`config.mk`:
```
export PLATFORM = sky130hd
export DESIGN_NAME = hdmi_qsys_nios2_qsys_oci_dct_packer
export DESIGN_NICKNAME = d
export VERILOG_FILES = /design/src/rtl/hdmi_qsys_nios2_qsys_oci_dct_packer_pkg.sv /design/src/rtl/hdmi_qsys_nios2_qsys_oci_dct_packer_frame_reg.sv /design/src/rtl/hdmi_qsys_nios2_qsys_oci_dct_packer.sv
export SDC_FILE = /design/constraint.sdc
export NUM_CORES = 1
export LEC_CHECK = 0
export ABC_AREA = 1
export BUFFER_PORTS_ARGS = -buffer_cell sky130_fd_sc_hd__buf_2
export CAP_MARGIN = 15
export CORE_MARGIN = 3
export CORE_UTILIZATION = 45
export DETAILED_ROUTE_END_ITERATION = 10
export PLACE_DENSITY = 0.65
export RECOVER_POWER = 25
export SYNTH_ARGS = -nofsm -noshare
export SYNTH_HDL_FRONTEND = slang
export SYNTH_SLANG_ARGS = --single-unit
export TNS_END_PERCENT = 5
```
`constraint.sdc`:
```
create_clock -name clk -period 2.8 [get_ports clk]
set_clock_uncertainty 0.1 [all_clocks]
set_input_delay 0.56 -clock clk [delete_from_list [all_inputs] [get_ports clk]]
set_output_delay 0.56 -clock clk [all_outputs]
set_load 0.005 [all_outputs]
```
`src/rtl/hdmi_qsys_nios2_qsys_oci_dct_packer_pkg.sv`:
```
// hdmi_qsys_nios2_qsys_oci_dct_packer_pkg: shared DCT trace constants and packer states
package hdmi_qsys_nios2_qsys_oci_dct_packer_pkg;
    localparam int ATOM_W = 2;
    localparam int ATOMS = 15;
    localparam int BUF_W = ATOM_W * ATOMS;
    localparam int CNT_W = 4;
    localparam logic [CNT_W-1:0] FULL = CNT_W'(ATOMS);
    typedef enum logic [1:0] {RUN = 2'd0, DRAIN = 2'd1, ENDED = 2'd2} state_t;
endpackage

```
`src/rtl/hdmi_qsys_nios2_qsys_oci_dct_packer_frame_reg.sv`:
```
// hdmi_qsys_oci_frame_reg: one-deep valid/ready output register
module hdmi_qsys_oci_frame_reg #(
    parameter int W = 34
) (
    input  logic         clk,
    input  logic         reset,
    input  logic         load,
    input  logic [W-1:0] d,
    input  logic         ready,
    output logic         valid,
    output logic [W-1:0] q,
    output logic         free
);
    assign free = !valid | ready;
    always_ff @(posedge clk or posedge reset) begin
        if (reset) begin
            valid <= 1'b0;
            q     <= '0;
        end else begin
            valid <= load | (valid & !ready);
            if (load) q <= d;
        end
    end
endmodule

```
`src/rtl/hdmi_qsys_nios2_qsys_oci_dct_packer.sv`:
```
// hdmi_qsys_nios2_qsys_oci_dct_packer: packs 2-bit trace atoms into 15-atom DCT frames
module hdmi_qsys_nios2_qsys_oci_dct_packer
    import hdmi_qsys_nios2_qsys_oci_dct_packer_pkg::*;
(
    input  logic              clk,
    input  logic              reset,
    input  logic              atom_valid,
    input  logic [ATOM_W-1:0] atom_data,
    output logic              atom_ready,
    input  logic              flush,
    input  logic              test_ending,
    output logic [BUF_W-1:0]  dct_buffer,
    output logic [CNT_W-1:0]  dct_count,
    output logic              frame_valid,
    input  logic              frame_ready,
    output logic              test_has_ended
);
    state_t state, state_n;
    logic [BUF_W-1:0] acc, m_acc, n_acc;
    logic [CNT_W-1:0] acc_cnt, m_cnt, n_cnt;
    logic flush_pend, n_pend, live, full, accept, flush_req, launch, out_free;
    assign full = acc_cnt == FULL;
    assign atom_ready = live & (state == RUN) & !(full & !out_free);
    assign accept = atom_valid & atom_ready;
    assign flush_req = flush | flush_pend | (state == DRAIN);
    assign test_has_ended = state == ENDED;
    // A full accumulator launches as-is; an atom taken in that cycle seeds the next frame.
    always_comb begin
        m_acc  = (full | !accept) ? acc : acc | (BUF_W'(atom_data) << (ATOM_W * acc_cnt));
        m_cnt  = full ? FULL : acc_cnt + CNT_W'(accept);
        launch = out_free & ((m_cnt == FULL) | (flush_req & (m_cnt != '0)));
        n_acc  = !launch ? m_acc : (full & accept) ? BUF_W'(atom_data) : '0;
        n_cnt  = !launch ? m_cnt : CNT_W'(full & accept);
        n_pend = !launch & (flush | flush_pend) & (m_cnt != '0);
    end
    always_comb begin
        state_n = (state == RUN & test_ending) ? DRAIN :
                  (state == DRAIN & acc_cnt == '0 & !frame_valid) ? ENDED : state;
    end
    always_ff @(posedge clk or posedge reset) begin
        if (reset) begin
            state      <= RUN;
            acc        <= '0;
            acc_cnt    <= '0;
            flush_pend <= 1'b0;
            live       <= 1'b0;
        end else begin
            state      <= state_n;
            acc        <= n_acc;
            acc_cnt    <= n_cnt;
            flush_pend <= n_pend;
            live       <= 1'b1;
        end
    end
    hdmi_qsys_oci_frame_reg #(.W(BUF_W + CNT_W)) u_frame_reg (
        .clk   (clk),
        .reset (reset),
        .load  (launch),
        .d     ({m_cnt, m_acc}),
        .ready (frame_ready),
        .valid (frame_valid),
        .q     ({dct_count, dct_buffer}),
        .free  (out_free)
    );
endmodule

```
==> results of run 1 <==
## sequential cells by signal, indices dropped and copies added (netlist names)
signal	cells
state	2
u_frame_reg.valid	1
live	1
acc_cnt	4
acc	30
flush_pend	1
u_frame_reg.q	34
## final timing paths
check	depth (start not counted)	slack, ns	startpoint	to
worst min-delay path	2	0.25	reset	u_frame_reg.q[27]
worst max-delay path	14	0.24	acc_cnt[0]	acc[14]
worst max register to register	14	0.24	acc_cnt[0]	acc[14]
max in group asynchronous	3	0.56	reset	acc_cnt[0]
worst min register to register	1	0.37	state[1]	state[1]
min in group clk	3	0.35	atom_data[1]	acc[1]
## cell usage after synthesis
cell type / instances / area [um2]
inv_2: 2 / 7.510
nor2_1: 12 / 45.04
inv_1: 15 / 56.30
o22ai_1: 1 / 6.260
clkbuf_1: 5 / 18.77
and2_1: 29 / 181.4
buf_6: 8 / 90.09
dfrtp_1: 73 / 1827
o2bb2ai_1: 1 / 8.760
nand2_4: 2 / 22.52
o21bai_4: 1 / 18.77
a21boi_0: 2 / 15.01
a21oi_1: 2 / 10.01
o21ai_0: 1 / 5.000
clkinv_2: 1 / 5.000
nand2_1: 88 / 330.3
buf_4: 2 / 15.01
nand3b_1: 1 / 7.510
nand3_4: 1 / 17.52
nand4_1: 14 / 87.58
buf_2: 9 / 45.04
nand2_2: 4 / 25.02
conb_1: 1 / 3.750
nand3_2: 2 / 20.02
ha_1: 2 / 25.02
o21bai_1: 30 / 225.2
or2_2: 1 / 6.260
buf_8: 1 / 15.01
nor3_1: 5 / 25.02
nand3_1: 53 / 265.3
nand4_2: 1 / 12.51
## cell families (layout without fill, tap and decap cells)
logic type,Yosys count,in the layout,synth area share (%)
DFF,73,73,53.05
AOI/OAI and AO/OA,38,38,8.394
and+or+nand+nor,213,213,30.38
adders and majority gates,2,2,0.7266
other,1,1,0.1089
buffers and inverters,43,89,7.340
## worst max-delay path, stage by stage (launching register included)
cell and delay [ns]:
dfrtp_2 0.43, nand2_1 0.11, nor2_1 0.15, nand2_1 0.11, nand3_1 0.08, inv_1 0.06
ha_1 0.22, ha_1 0.34, nor2_2 0.14, nand3_4 0.10, o21bai_4 0.12, nand2_2 0.09
nand2_2 0.10, buf_12 0.19, and2_1 0.15
## layer usage
layer  GRT usage (%)  share of wire, %  vias up
met2           25.91                45       54
met4           7.692               1.8        0
met1           25.00                49     1233
met3           3.540               3.8       11
met5               0                 0        -
li1                -                 -     1298
## power breakdown
group,switching [uW],total [uW],internal (uW)
Clock,399,901,501
Combinational,458,685,227
Sequential,48.8,1190,1140
## cell type report
type	count	area [um2]
clock buffers	9	123.9
flip-flops and latches	73	1828
multi-input cells	254	1366
well taps	99	123.9
clock inverters	7	93.84
repair buffers	55	316.6
fillers	667	3410
inverters	18	68.82
## metrics by stage
stage,power [uW],hold WS [ns]
final,2776,0.2463
after global placement,1889,0.3495
after global routing,2940,0.3202
after CTS,2803,0.1292
after floorplan,1765,0.3396
after detailed placement,1894,0.3551
==> reports/results.ini, run 1 <==
[placed_design]
dpl_worst_slack_ns = 0.06392
portBuffers = 44
dpl.cell_count = 499
gp_congestion = 0.8346
dpl-instance-area_um2 = 3711
hpwlAfterDp_um = 4632

[worst_setup_path]
path_class = flop to flop
end_kind = flop
cp.required_ns = 2.98
cp_data_arrival_time_ns = 2.74
worstPathMaxFanout = 44
critical_path.startpoint_type = flop

[timing]
finalHoldViolCount = 0
fin_crit_sh_pct = 91.57
finalMaxSlewViolations = 0
setup_ws_ns = 0.2361
worst_pin_slew_ns = 1.262
max_freq_mhz = 390.0
finalCriticalPeriod_ns = 2.564
rsz0062_at_grt = false
finalSetupTns_ns = 0
slew_headroom_pct = 15.87
setup_viol = 0

[clock_network]
cts_hold_buf = 0
htree_num_levels = 3
postCtsSetupRepairBufs = 0
path_clk_slew_ns = 0.08
clock_path_buffers = 2
cts_resized = 0
clk_latency_ns = 0.34
cts_tree = yes
cts_made_buffers = 9
cts_root_buffer = clkbuf_8
clock-sinks = 73

[detailed_routing]
ant_nets = 0
viasPerCell = 5.041
wirelength_um = 6992
drcViolationCount = 0
vias = 2596
dr.pass1.iters = 4
wire_per_inst_um = 13.58
drtIter0Drc = 130

[floorplanning]
start_util_pct = 46.97
core_area_um2 = 7331
die_y_um = 93.48
die_x_um = 93.48
dieArea_um2 = 8738
rows = 31
pin_count = 45

[power]
p_leak_uw = 0.002144
vdd_ir_drop_max_uv = 314.9
power_density_nw_per_um2 = 707.9

[grt]
grt_max_degree = 54
grt_use_total_pct = 17.55
grt_pass1_vias = 2577
gr-total-overflow = 0
grt_pass1_wl_um = 12140
antenna_found_initial = 0

[cells_and_area]
final_cell_mix = nand2_1, dfrtp_1, nand3_1
final_cell_count_no_fill = 515
post-route-util_pct = 53.49
final_common_cell = nand2_1
syn_to_final_growth_pct = 13.88
drive_gt1_share_pct = 21.15
antenna_cells = 0
design_area_um2 = 3921
nNetsFinal = 421

[hold_path]
min_path_type = input pin to asynchronous set/reset pin

[synth]
syn_area_um2 = 3443
ys_ff_latch = 73
synth_nets = 380
ys_seq_area_share_pct = 53.05
synth_cell_types = 31
syn_inst = 370
yosys_warnings = 0
avgSynthCellArea_um2 = 9.306

[flow_run]
maxCapViolCount = 0

[outcome]
status = finished, final reports clean

No activity file was read; power rests on OpenSTA's default activity.
==> run 2, diff against run 1 <==
--- a/config.mk
+++ b/config.mk
@@ -5,12 +5,13 @@
 export SDC_FILE = /design/constraint.sdc
 export NUM_CORES = 1
 export LEC_CHECK = 0
-export ABC_AREA = 1
+export ABC_AREA = 0
 export BUFFER_PORTS_ARGS = -buffer_cell sky130_fd_sc_hd__buf_2
 export CAP_MARGIN = 15
 export CORE_MARGIN = 3
 export CORE_UTILIZATION = 45
 export DETAILED_ROUTE_END_ITERATION = 10
+export GPL_TIMING_DRIVEN = 0
 export PLACE_DENSITY = 0.65
 export RECOVER_POWER = 25
 export SYNTH_ARGS = -nofsm -noshare
==> reports/results.ini, run 2 <==
[synth]
ys.flop_type = dfrtp_1
syn_inst = 265  ; -28%
synth_nets = 275  ; -28%
ys_seq_area_share_pct = 59.66  ; +6.6 points
ys_ff_latch = 73  ; unchanged
synth_edf_count = 0  ; unchanged
synth_top_area_share_pct = 59.66  ; +6.6 points
synth_area_leaders = dfrtp_1, mux2i_1, mux2_1
syn_area_um2 = 3062  ; -11%
synth-async-reset-ratio_pct = 100.0  ; unchanged
synth_area_leader_cell = dfrtp_1
yosys_warnings = 0  ; unchanged
synth_cell_types = 35  ; +13%
synth_commonest_cells = dfrtp_1, nor2_1, inv_1, mux2i_1, a21oi_1
avgSynthCellArea_um2 = 11.55  ; +24%
synthMostInstantiatedCell = dfrtp_1

[detailed_routing]
vias = 2169  ; -16%
drtIter0Drc = 174  ; +34%
ant_nets = 0  ; unchanged
viasPerCell = 5.068  ; +0.54%
dr.pass1.iters = 4  ; unchanged
drcViolationCount = 0  ; unchanged
wirelength_um = 6764  ; -3.3%
wire_per_inst_um = 15.80  ; +16%

[placed_design]
dpl.cell_count = 386  ; -23%
hpwlAfterDp_um = 4154  ; -10%
dpl_worst_slack_ns = -0.3782  ; -0.4422 ns
gp_congestion = 0.7346  ; -12%
portBuffers = 44  ; unchanged

[cells_and_area]
final_cell_mix = dfrtp_1, buf_2, nor2_1
antenna_cells = 0  ; unchanged
num-fill-cells = 551  ; -17%
syn_to_final_growth_pct = 27.46
largest_reg_flops = 34  ; unchanged
final_common_cell = dfrtp_1
drive_gt1_share_pct = 31.34  ; +10 points
seq_area_um2 = 1827  ; about the same
top_regs = u_frame_reg.q x34, acc x30, acc_cnt x4
largest_register = u_frame_reg.q
nNetsFinal = 356  ; -15%
multi_input_area_um2 = 1129  ; -17%
final_cell_count_no_fill = 428  ; -17%

[timing]
max_freq_mhz = 360.7  ; -7.5%
slew_headroom_pct = 0.4344  ; -15 points
finalCriticalPeriod_ns = 2.772  ; +0.2085 ns
finalSetupTns_ns = 0  ; unchanged
setup_ws_ns = 0.02761  ; -0.2085 ns
holdWs_ns = 0.3824  ; +0.1361 ns
rsz0062_at_grt = true
finalMaxSlewViolations = 0  ; unchanged
finalHoldViolCount = 0  ; unchanged
worst_pin_slew_ns = 1.493  ; +0.2315 ns
fin_crit_sh_pct = 99.01  ; +7.4 points
setup_viol = 0  ; unchanged

[hold_path]
min_path_type = flop to flop
min_delay_path_depth = 1

[clock_network]
cts_made_buffers = 9  ; unchanged
clock_path_buffers = 2  ; unchanged
clock-sinks = 73  ; unchanged
path_clk_slew_ns = 0.07  ; about the same
clk_latency_ns = 0.34  ; about the same
cts_tree = yes
htree_num_levels = 3  ; unchanged
cts_root_buffer = clkbuf_8

[floorplanning]
core_area_um2 = 6459  ; -12%
die_y_um = 88.49  ; -5.3%
rows = 29  ; -6.5%
die_x_um = 88.49  ; -5.3%
pin_count = 45  ; unchanged
dieArea_um2 = 7830  ; -10%
start_util_pct = 47.40  ; +0.43 points

[grt]
antenna_found_initial = 0  ; unchanged
grt_pass1_vias = 2173  ; -16%
grt_max_degree = 74  ; +37%
grt_pass1_wl_um = 10880  ; -10%
grt_use_total_pct = 18.60  ; +1.0 points
gr-total-overflow = 0  ; unchanged

[worst_setup_path]
worst-r2r-cell-count = 13  ; -1
end_kind = flop
cpMaxStageDelayCell = dfrtp_1
critical_path.startpoint_type = flop
timing.critical_path.buf_inv = 4  ; +2
rrSetupSlack_ns = 0.03  ; -0.21 ns
worstPathMaxFanout = 10  ; -77%
cp_data_arrival_time_ns = 2.92  ; +0.18 ns
cp.required_ns = 2.95  ; -0.03 ns
max_stage_delay_ns = 0.40  ; -0.03 ns
cp.depth = 13  ; -1
critPathTopFamily = buffers and inverters
path_cells = buf_6, nand4_1, o2111a_1, and2_4, ha_4, buf_4, nand3_2, xnor2_1, nor4_4, o21ai_4, buf_6, buf_12, mux2i_2
crit_top_cell = buf_6
path_class = flop to flop

[power]
power_density_nw_per_um2 = 750.0  ; +5.9%
finalPower_uw = 2927  ; +5.4%
vdd_ir_drop_max_uv = 358.6  ; +14%
p_leak_uw = 0.002100  ; -2.0%

[outcome]
violations = max-capacitance violations
status = finished, violations left

[flow_run]
maxCapViolCount = 1  ; +1

## run 2: changes by cell type in the layout (fill, tap and decap cells not counted), sizes merged, moves of 6 or more
cell    delta
nand2     -81
nand3     -55
and2      -26
buf       +26
o21bai    -26
mux2i     +21
a21oi     +17
nor2      +17
mux2      +14
nor2b     +13
nand4     -12
a21o       +7
clkbuf     +6
inv        +6
## run 2: worst register-to-register path: stages (launching register included)
cell,delay [ns]
dfrtp_1,0.40
buf_6,0.12
nand4_1,0.12
o2111a_1,0.24
and2_4,0.16
ha_4,0.14
buf_4,0.10
nand3_2,0.10
xnor2_1,0.29
nor4_4,0.09
o21ai_4,0.26
buf_6,0.18
buf_12,0.15
mux2i_2,0.23
## run 2: stage by stage
| stage | utilization, % | cell area (um2) |
|---|---|---|
| 2_1_floorplan | - | 3070 |
| 3_3_place_gp | 52.44 | 3387 |
| 3_5_place_dp | 52.48 | 3390 |
| 4_1_cts | 59.12 | 3819 |
| 5_1_grt | 60.42 | 3902 |
| 6_report | 60.42 | 3902 |
## run 2: cells by family (layout without fill, tap and decap cells)
group | Yosys count | in the layout | synth area share (%)
simple gates | 74 | 74 | 12.63
flops | 73 | 73 | 59.66
compound gates | 42 | 42 | 8.500
buf+inv | 36 | 122 | 5.435
mux | 35 | 35 | 12.01
fa+ha+maj | 2 | 2 | 0.8172
xor+xnor | 2 | 2 | 0.8175
other cells | 1 | 1 | 0.1225
## run 2: final cells by class
cell class / instances / area share, %
buffer: 12 / 3.046
clock buffer: 14 / 4.168
clock inverter: 2 / 1.539
tap: 77 / 2.469
inverter: 24 / 2.308
sequential: 73 / 46.81
multi-input combinational: 156 / 28.92
timing repair buffer: 70 / 10.74
## run 2: worst paths after layout
check                                   from                 to
max                               acc_cnt[1]   u_frame_reg.q[5]
min                        u_frame_reg.q[32]  u_frame_reg.q[32]
max reg2reg                       acc_cnt[1]   u_frame_reg.q[5]
min reg2reg                u_frame_reg.q[32]  u_frame_reg.q[32]
max in group asynchronous              reset  u_frame_reg.q[24]
min in group asynchronous              reset  u_frame_reg.q[17]
## run 2: routing by layer
metal / global-route usage (%) / share of wire, % / vias to the layer above
li1: - / - / 1046
met1: 25.83 / 46 / 1048
met2: 28.35 / 48 / 69
met3: 4.655 / 5.3 / 6
met4: 7.005 / 1.0 / 0
met5: 0 / 0 / -
## run 2: timing repair
item	in CTS	in global routing
setup endpoints to repair	64	61
setup buffers	17	7
gates resized for setup	15	11
cloned	2	0
pin swaps	7	8
hold buffers	0	0
## run 2: where the power goes
group	internal, uW	switching [uW]	leakage, uW
registers	1200	85.8	0.00100
clock network	552	366	0.000111
logic	349	370	0.000989
total	2100	822	0.00210
==> run 3, diff against run 2 <==
--- a/config.mk
+++ b/config.mk
@@ -13,7 +13,7 @@
 export DETAILED_ROUTE_END_ITERATION = 10
 export GPL_TIMING_DRIVEN = 0
 export PLACE_DENSITY = 0.65
-export RECOVER_POWER = 25
+export RECOVER_POWER = 100
 export SYNTH_ARGS = -nofsm -noshare
 export SYNTH_HDL_FRONTEND = slang
 export SYNTH_SLANG_ARGS = --single-unit
==> reports/results.ini, run 3 (synthesis gave the netlist of run 2 again) <==
[outcome]
status = finished, violations left
violations = max-capacitance violations

[clock_network]
clock-sinks = 73  ; unchanged
clock_path_buffers = 2  ; unchanged
cts_tree = yes
cts_hold_buf = 0  ; unchanged
clk_latency_ns = 0.34  ; about the same
cts_made_buffers = 9  ; unchanged
htree_num_levels = 3  ; unchanged
path_clk_slew_ns = 0.07  ; about the same
cts_root_buffer = clkbuf_8

[timing]
max_freq_mhz = 360.3  ; -0.12%
slew_headroom_pct = 0.01625  ; -0.42 points
finalMaxSlewViolations = 0  ; unchanged
finalSetupTns_ns = 0  ; unchanged
worst_pin_slew_ns = 1.500  ; +0.006272 ns
finalHoldViolCount = 0  ; unchanged
setup_viol = 0  ; unchanged
finalCriticalPeriod_ns = 2.776  ; +0.003449 ns
fin_crit_sh_pct = 99.14  ; +0.12 points
rsz0062_at_grt = true

[placed_design]
gp_congestion = 0.7346  ; unchanged
dpl.cell_count = 386  ; unchanged
hpwlAfterDp_um = 4154  ; unchanged
portBuffers = 44  ; unchanged
dpl-instance-area_um2 = 3390  ; unchanged

[worst_setup_path]
cpMaxStageDelayCell = dfrtp_1
cp_data_arrival_time_ns = 2.92  ; about the same
critical_path.startpoint_type = flop
r2r-end = u_frame_reg.q[5]
worstPathMaxFanout = 10  ; unchanged
path_class = flop to flop
worst-r2r-cell-count = 13  ; unchanged
rrSetupSlack_ns = 0.02  ; about the same
cp.required_ns = 2.95  ; about the same
timing.rr.start = acc_cnt[1]
max_stage_delay_ns = 0.40  ; about the same
end_kind = flop
crit_top_cell = buf_6
path_cells = buf_6, nand4_1, o2111a_1, and2_4, ha_4, buf_4, nand3_2, xnor2_1, nor4_4, o21ai_4, buf_6, buf_12, mux2i_2

[floorplanning]
rows = 29  ; unchanged
start_util_pct = 47.40  ; unchanged
dieArea_um2 = 7830  ; unchanged
die_y_um = 88.49  ; unchanged
die_x_um = 88.49  ; unchanged
core_area_um2 = 6459  ; unchanged
pin_count = 45  ; unchanged

[cells_and_area]
post-route-util_pct = 60.11  ; -0.31 points
top_regs = u_frame_reg.q x34, acc x30, acc_cnt x4
antenna_cells = 0  ; unchanged
drive_gt1_share_pct = 26.78  ; -4.6 points
final_common_cell = dfrtp_1
syn_to_final_growth_pct = 26.81
final_cell_mix = dfrtp_1, nor2_1, buf_2
largest_register = u_frame_reg.q
final_cell_count_no_fill = 428  ; unchanged
design_area_um2 = 3882  ; -0.51%
nNetsFinal = 356  ; unchanged
largest_reg_flops = 34  ; unchanged

[hold_path]
whs_endpoint = u_frame_reg.q[2]
min_delay_path_depth = 1  ; unchanged
min_path_type = flop to flop
min_from = u_frame_reg.q[2]

[detailed_routing]
drcViolationCount = 0  ; unchanged
wire_per_inst_um = 15.86  ; +0.33%
drtIter0Drc = 206  ; +18%
viasPerCell = 5.058  ; -0.18%
wirelength_um = 6786  ; +0.33%
dr.pass1.iters = 4  ; unchanged
vias = 2165  ; -0.18%
ant_nets = 0  ; unchanged

[grt]
antenna_found_initial = 0  ; unchanged
gr-total-overflow = 0  ; unchanged
grt_max_degree = 74  ; unchanged
grt_pass1_vias = 2173  ; unchanged
grt_use_total_pct = 18.60  ; unchanged
grt_pass1_wl_um = 10880  ; unchanged

[power]
vdd_ir_drop_max_uv = 359.0  ; +0.12%
p_leak_uw = 0.002033  ; -3.2%
power_density_nw_per_um2 = 751.8  ; +0.24%

[flow_run]
maxCapViolCount = 1  ; unchanged

run 3: cell types whose count changed in the layout (fill, tap and decap cells not counted), sizes merged:
cell	delta
clkbuf	+15
buf	-15
run 3: report_power, final:
part | switching [uW] | total [uW] | internal (uW)
Sequential | 86.6 | 1290 | 1200
Combinational | 371 | 709 | 338
Clock | 367 | 919 | 552
Total | 824 | 2920 | 2090
run 3: worst max-delay path, delay by kind of cell, from the launching register on:
kind	cells	cell delay, ns
buffers and inverters	4	0.55
adder cells (fa/ha/maj)	1	0.14
XOR/XNOR	1	0.29
AND/OR/NAND/NOR	4	0.47
flip-flops	1	0.40
multiplexers	1	0.23
AO/OA/AOI/OAI	2	0.50
run 3: timing repair:
| action | CTS | global route |
|---|---|---|
| buffers inserted | 17 | 7 |
| resized for setup | 15 | 11 |
| endpoints found under the setup margin | 64 | 61 |
| pin swaps | 7 | 8 |
| gates cloned | 2 | 0 |
run 3: layout make-up:
type	count	area (um2)
Clock buffer	14	162.7
Multi-Input combinational cell	156	1129
Fill cell	561	2576
Timing Repair Buffer	70	399.1
Buffer	12	118.9
Tap cell	77	96.34
Sequential cell	73	1827
Inverter	24	90.09
Clock inverter	2	60.06
run 3: how the worst max path moves through the flow:
stage / depth (start not counted) / start / endpoint / slack, ns
after floorplan: 11 / frame_ready / u_frame_reg.q[10] / 0.005
after global placement: 2 / reset / state[1] / -0.60
after detailed placement: 12 / frame_ready / u_frame_reg.q[11] / -0.38
after CTS: 12 / acc_cnt[0] / u_frame_reg.q[11] / 0.005
after global routing: 13 / acc_cnt[0] / u_frame_reg.q[5] / -0.04
final: 13 / acc_cnt[1] / u_frame_reg.q[5] / 0.02
run 3: per-layer routing:
metal / track usage, % / routed length, um / vias to the layer above
met1: 25.83 / 3106 / 1046
met3: 4.655 / 375 / 2
met2: 28.35 / 3262 / 69
li1: - / - / 1048
met4: 7.005 / 41 / 0
met5: 0 / 0 / -
run 3: metrics by stage:
| stage | power, uW | setup WS (ns) | hold slack [ns] |
|---|---|---|---|
| finish | 2919 | 0.02417 | 0.3859 |
| global route | 3085 | -0.03558 | 0.3855 |
| CTS | 2922 | 0.004978 | 0.3494 |
| detailed placement | 1922 | -0.3782 | 0.3692 |
| global placement | 1905 | -0.6006 | 0.3594 |
| floorplan | 1682 | 0.004566 | 0.3490 |
